$ cat src/rtl/pong_pkg.sv
// Shared definitions for the pong match controller.
// Contents: match state enum, winner and serve-direction encodings,
// score width, and a small win-test helper.
package pong_pkg;

    localparam int SCORE_W = 4;

    typedef enum logic [1:0] {
        SERVE_WAIT = 2'd0,
        PLAY       = 2'd1,
        POINT      = 2'd2,
        OVER       = 2'd3
    } state_t;

    typedef enum logic [1:0] {
        WIN_NONE = 2'b00,
        WIN_P1   = 2'b01,
        WIN_P2   = 2'b10
    } winner_t;

    localparam logic DIR_LEFT  = 1'b0;
    localparam logic DIR_RIGHT = 1'b1;

    // True when a score has reached the match-winning value.
    function automatic logic reached_win(input logic [SCORE_W-1:0] score,
                                         input logic [SCORE_W-1:0] win);
        return (score == win);
    endfunction

endpackage

$ cat src/rtl/pong_serve_timer.sv
// Serve delay timer: counts tick pulses while enabled and pulses done on the
// tick that completes SERVE_TICKS pulses, wrapping back to zero.
// Ports:
//   clk    - system clock
//   rst_n  - synchronous active-low reset
//   en     - counting allowed (ball held waiting to serve)
//   clear  - force count to zero; overrides counting and suppresses done
//   tick   - game-rate enable pulse
//   done   - combinational strobe on the final tick of the serve delay
module pong_serve_timer #(
    parameter int SERVE_TICKS = 120
) (
    input  logic clk,
    input  logic rst_n,
    input  logic en,
    input  logic clear,
    input  logic tick,
    output logic done
);

    localparam int              CNT_W = $clog2(SERVE_TICKS + 1);
    localparam logic [CNT_W-1:0] LAST = CNT_W'(SERVE_TICKS - 1);
    localparam logic [CNT_W-1:0] ONE  = CNT_W'(1);
    localparam logic [CNT_W-1:0] ZERO = CNT_W'(0);

    logic [CNT_W-1:0] count_r;
    logic [CNT_W-1:0] count_s;
    logic             done_s;

    // Next count and done strobe; clear wins over an incoming tick.
    always_comb begin
        count_s = count_r;
        done_s  = 1'b0;
        if (clear) begin
            count_s = ZERO;
        end else if (en && tick) begin
            if (count_r == LAST) begin
                count_s = ZERO;
                done_s  = 1'b1;
            end else begin
                count_s = count_r + ONE;
            end
        end else begin
            count_s = count_r;
        end
    end

    // Count register.
    always_ff @(posedge clk) begin
        if (!rst_n) begin
            count_r <= ZERO;
        end else begin
            count_r <= count_s;
        end
    end

    assign done = done_s;

endmodule

$ cat src/rtl/pong_match_ctrl.sv
// Pong match/rally sequencer. Turns edge-miss levels into score updates,
// holds the ball for a timed serve after each point, detects the winner and
// freezes the match until a restart edge.
// Ports:
//   clk, rst_n             - clock, synchronous active-low reset
//   tick                   - game-rate enable, paces the serve delay only
//   miss_left, miss_right  - ball beyond left (P2 scores) / right (P1 scores)
//   restart                - level switch, rising edge starts a new match
//   score_p1, score_p2     - binary scores
//   ball_hold              - 1 holds the ball at centre
//   serve_dir              - 0 serve toward left, 1 toward right
//   point_pulse            - one-cycle strobe when a point is awarded
//   game_over, winner      - match decided flag and winner (00/01/10)
module pong_match_ctrl
    import pong_pkg::*;
#(
    parameter int WIN_SCORE   = 7,
    parameter int SERVE_TICKS = 120
) (
    input  logic               clk,
    input  logic               rst_n,
    input  logic               tick,
    input  logic               miss_left,
    input  logic               miss_right,
    input  logic               restart,
    output logic [SCORE_W-1:0] score_p1,
    output logic [SCORE_W-1:0] score_p2,
    output logic               ball_hold,
    output logic               serve_dir,
    output logic               point_pulse,
    output logic               game_over,
    output logic [1:0]         winner
);

    localparam logic [SCORE_W-1:0] WIN_S  = SCORE_W'(WIN_SCORE);
    localparam logic [SCORE_W-1:0] S_ONE  = SCORE_W'(1);
    localparam logic [SCORE_W-1:0] S_ZERO = SCORE_W'(0);

    state_t             state_r,    state_s;
    logic [SCORE_W-1:0] score_p1_r, score_p1_s;
    logic [SCORE_W-1:0] score_p2_r, score_p2_s;
    logic               hold_r,     hold_s;
    logic               dir_r,      dir_s;
    logic               pulse_r,    pulse_s;
    logic               over_r,     over_s;
    winner_t            winner_r,   winner_s;
    logic               restart_q_r;
    logic               restart_edge_s;
    logic               serve_done_s;
    logic               timer_en_s;
    logic               timer_clear_s;

    assign restart_edge_s = restart & ~restart_q_r;

    // The timer only runs while waiting to serve; anywhere else it is held at
    // zero so every serve wait starts from a fresh count.
    assign timer_en_s    = (state_r == SERVE_WAIT);
    assign timer_clear_s = restart_edge_s | (state_r != SERVE_WAIT);

    pong_serve_timer #(
        .SERVE_TICKS(SERVE_TICKS)
    ) u_serve_timer (
        .clk   (clk),
        .rst_n (rst_n),
        .en    (timer_en_s),
        .clear (timer_clear_s),
        .tick  (tick),
        .done  (serve_done_s)
    );

    // Next-state and next-output logic; a restart edge overrides every state.
    always_comb begin
        state_s    = state_r;
        score_p1_s = score_p1_r;
        score_p2_s = score_p2_r;
        hold_s     = hold_r;
        dir_s      = dir_r;
        pulse_s    = 1'b0;
        over_s     = over_r;
        winner_s   = winner_r;

        if (restart_edge_s) begin
            state_s    = SERVE_WAIT;
            score_p1_s = S_ZERO;
            score_p2_s = S_ZERO;
            hold_s     = 1'b1;
            dir_s      = DIR_LEFT;
            over_s     = 1'b0;
            winner_s   = WIN_NONE;
        end else begin
            case (state_r)
                SERVE_WAIT: begin
                    hold_s = 1'b1;
                    if (serve_done_s) begin
                        state_s = PLAY;
                        hold_s  = 1'b0;
                    end else begin
                        state_s = SERVE_WAIT;
                    end
                end
                PLAY: begin
                    hold_s = 1'b0;
                    if (miss_left && miss_right) begin
                        // Ambiguous double miss: replay the serve, nobody scores.
                        state_s = SERVE_WAIT;
                        hold_s  = 1'b1;
                    end else if (miss_right) begin
                        state_s    = POINT;
                        score_p1_s = score_p1_r + S_ONE;
                        dir_s      = DIR_RIGHT;
                        pulse_s    = 1'b1;
                        hold_s     = 1'b1;
                    end else if (miss_left) begin
                        state_s    = POINT;
                        score_p2_s = score_p2_r + S_ONE;
                        dir_s      = DIR_LEFT;
                        pulse_s    = 1'b1;
                        hold_s     = 1'b1;
                    end else begin
                        state_s = PLAY;
                    end
                end
                POINT: begin
                    hold_s = 1'b1;
                    if (reached_win(score_p1_r, WIN_S)) begin
                        state_s  = OVER;
                        over_s   = 1'b1;
                        winner_s = WIN_P1;
                    end else if (reached_win(score_p2_r, WIN_S)) begin
                        state_s  = OVER;
                        over_s   = 1'b1;
                        winner_s = WIN_P2;
                    end else begin
                        state_s = SERVE_WAIT;
                    end
                end
                OVER: begin
                    hold_s  = 1'b1;
                    state_s = OVER;
                end
                default: begin
                    state_s = SERVE_WAIT;
                    hold_s  = 1'b1;
                end
            endcase
        end
    end

    // State and output registers.
    always_ff @(posedge clk) begin
        if (!rst_n) begin
            state_r     <= SERVE_WAIT;
            score_p1_r  <= S_ZERO;
            score_p2_r  <= S_ZERO;
            hold_r      <= 1'b1;
            dir_r       <= DIR_LEFT;
            pulse_r     <= 1'b0;
            over_r      <= 1'b0;
            winner_r    <= WIN_NONE;
            restart_q_r <= 1'b0;
        end else begin
            state_r     <= state_s;
            score_p1_r  <= score_p1_s;
            score_p2_r  <= score_p2_s;
            hold_r      <= hold_s;
            dir_r       <= dir_s;
            pulse_r     <= pulse_s;
            over_r      <= over_s;
            winner_r    <= winner_s;
            restart_q_r <= restart;
        end
    end

    assign score_p1    = score_p1_r;
    assign score_p2    = score_p2_r;
    assign ball_hold   = hold_r;
    assign serve_dir   = dir_r;
    assign point_pulse = pulse_r;
    assign game_over   = over_r;
    assign winner      = winner_r;

endmodule

$ cat config.mk
export PLATFORM = sky130hd
export DESIGN_NAME = pong_match_ctrl
export DESIGN_NICKNAME = d
export VERILOG_FILES = /design/src/rtl/pong_pkg.sv /design/src/rtl/pong_serve_timer.sv /design/src/rtl/pong_match_ctrl.sv
export SDC_FILE = /design/constraint.sdc
export NUM_CORES = 1
export LEC_CHECK = 0
export BUFFER_PORTS_ARGS = -buffer_cell sky130_fd_sc_hd__buf_2
export CORE_MARGIN = 2
export CORE_UTILIZATION = 40
export CTS_BUF_LIST = sky130_fd_sc_hd__clkbuf_4
export DETAILED_ROUTE_END_ITERATION = 8
export PLACE_DENSITY = 0.68
export SETUP_SLACK_MARGIN = 0.4
export SLEW_MARGIN = 20
export SYNTH_ARGS = -nofsm -noshare
export SYNTH_HDL_FRONTEND = slang
export SYNTH_SLANG_ARGS = --single-unit
$ cat constraint.sdc
create_clock -name clk -period 1.8 [get_ports clk]
set_input_delay 0.36 -clock clk [delete_from_list [all_inputs] [get_ports clk]]
set_output_delay 0.36 -clock clk [all_outputs]
set_load 0.1 [all_outputs]
==> results_dict.tcl <==
set metrics [dict create \
    leakage_nw 0.636 \
    drt_first_pass_iters 6 \
    area_delta_synth_final_pct 33.8 \
    reg2regPathDepth 4 \
    tightest_slew_ns 0.426 \
    routed-via-count 1060 \
    rsz0062_at_grt "true" \
    cts_buffers 3 \
    setup_viol_count_final 0 \
    outcome "finished clean" \
    yosysWarnings 0 \
    core-area_sq_mm 0.00273 \
    cp.required_ns 2.01 \
    path_class "reg -> reg" \
    clk_latency_ns 0.31 \
    io_pins 20 \
    grt_max_degree 13 \
    reg2reg_slack_ns 0.33 \
    synth_area_sq_mm 0.00115 \
    timing.slew.headroom 0.715 \
    finalHoldViolCount 0 \
    drc 0 \
    fmax_mhz 680 \
    ys_seq_area_frac 0.419 \
    route.antenna.remaining_nets 0 \
    cts.clk_slew.worst_paths_ns 0.13 \
    die-width_um 57.5 \
    async_flop_share 0 \
    slew_violations 0 \
    power_mw 0.826 \
    gp_congestion 0.901 \
    powerDensity_mw_per_mm2 538 \
    drtIter0Drc 16 \
    synth_most_common_cell "dfxtp_1" \
    ctsHoldBuffers 0 \
    dp_hpwl_um 1820 \
    endpoint_kind "register" \
    ys_ff_latch 24 \
    synth_top_flop_cell "dfxtp_1" \
    startpoint_type "register" \
    timing.rr.end "ball_hold" \
    die_h_um 57.5 \
    root_buffer "clkbuf_4" \
    cts_tree "yes" \
    port_buffers 19 \
    drt-vias-per-instance 5.44 \
    met3_usage 0.0272 \
    antenna_found_initial 0 \
    use_met1 0.197 \
    crit_path_start "u_serve_timer.count_r[0]" \
    skew_ns 0.00196 \
    nNetsFinal 178 \
    vdd_ir_drop_max_mv 0.407 \
    avgSynthCellArea_sq_um 8.88 \
    num_rows 19 \
    holdPathStages 2 \
    r2r-start "u_serve_timer.count_r[0]" \
    cts_sinks 24 \
    hp-class "in -> reg" \
    syn-num-nets 141 \
    synthDominantCellAreaShare 0.419 \
    h-tree-depth 1 \
    track_usage 0.160 \
    yosys-top-cells-area "dfxtp_1, ha_1, a21oi_1, or3_1, o21ai_0" \
    yosysTopAreaCell "dfxtp_1" \
    syn_inst 129 \
    yosysUniqueCellTypes 37 \
    clockBufferDepth 2 \
    final_util 0.561 \
    die_area_sq_mm 0.00331 \
    grt_pass1_wl_um 4200 \
    critPathArrivalTime_ns 1.68 \
    crit_fanout 2 \
    layout-drive-gt1-share 0.372 \
    first_global_vias 966 \
    cap_violations 0 \
    overflow 0 \
    antennaDiodeCount 0 \
    grt-busiest-layer "met2" \
    routed_wl_um 2500 \
    fin_crit_ns 1.47 \
    use_met2 0.278 \
    synthTopCellsByCount "dfxtp_1, a21oi_1, inv_1" \
    cp-endpoint "ball_hold" \
    fin_crit_sh 0.817 \
    start_util 0.419 \
    wl_per_cell_um 12.8 \
    synth-edff-count 0 \
]
-- layout make-up --
cell class	instances	area [sq um]
repair buffers	37	269
inverters	8	30.0
fillers	244	1200
multi-input cells	92	659
well taps	31	38.8
clock buffers	3	22.5
flip-flops and latches	24	514
-- worst max-delay path: stages, from the launching register on --
cell and delay [ns]:
dfxtp_4 0.38, ha_4 0.14, nand4_4 0.08, or4_4 0.51, a211o_1 0.26
-- through the flow --
stage	worst slack (ns)	instances	hold slack (ns)	setup TNS, ns	cell area (sq um)
5_1_grt	0.286	195	0.281	0	1530
6_report	0.329	195	0.267	0	1530
3_3_place_gp	0.0203	182	0.434	0	1370
3_5_place_dp	-0.0117	182	0.448	-0.0117	1370
2_1_floorplan	0.130	129	0.469	0	1210
4_1_cts	0.326	192	0.270	0	1500
-- routing by layer --
| layer | wire [um] | vias up |
|---|---|---|
| met2 | 1280 | 13 |
| li1 | - | 542 |
| met5 | 0 | - |
| met4 | 19 | 0 |
| met3 | 59 | 2 |
| met1 | 1140 | 503 |
-- logic make-up after synthesis --
family / after synthesis / share of synthesized area
AND/OR/NAND/NOR: 46 / 0.242
AO/OA/AOI/OAI: 35 / 0.187
flip-flops: 24 / 0.419
buffers and inverters: 13 / 0.0459
adder cells (fa/ha/maj): 6 / 0.0655
XOR/XNOR: 3 / 0.0229
multiplexers: 2 / 0.0175
-- power breakdown --
group	internal, mW	switching [mW]
sequential	0.526	0.00283
clock	0.0781	0.156
combinational	0.0278	0.0350
-- sequential cells by signal (all words and copies together) (netlist names) --
register               cells
winner                     2
score_p1                   4
score_p2                   4
game_over                  1
u_serve_timer.count_r      7
point_pulse                1
ball_hold                  1
restart_q_r                1
state_r                    2
serve_dir                  1
-- what timing repair did --
| action | CTS | global route |
|---|---|---|
| setup buffers | 7 | 3 |
| setup endpoints to repair | 22 | 9 |
| pin swaps | 9 | 3 |
| resized for setup | 22 | 3 |
-- layout by cell type, fill, tap and decap left out, types with 5 or more instances in the layout --
master / Yosys / routed
nor2_1: 7 / 7
dfxtp_1: 24 / 11
a21oi_1: 13 / 13
buf_4: 0 / 31
o21ai_0: 6 / 6
inv_1: 8 / 8
nand3_1: 5 / 5
buf_2: 3 / 5
nand2_1: 7 / 7
or3_1: 5 / 5
dfxtp_2: 0 / 6
dfxtp_4: 0 / 7
-- worst min-delay path by stage --
stage | start | to | slack [ns]
after floorplan | u_serve_timer.count_r[6] | u_serve_timer.count_r[6] | 0.47
after global placement | game_over | game_over | 0.43
after detailed placement | game_over | game_over | 0.45
after CTS | restart | restart_q_r | 0.27
after global routing | restart | restart_q_r | 0.28
final | restart | restart_q_r | 0.27
No activity file was read; power rests on OpenSTA's default activity.
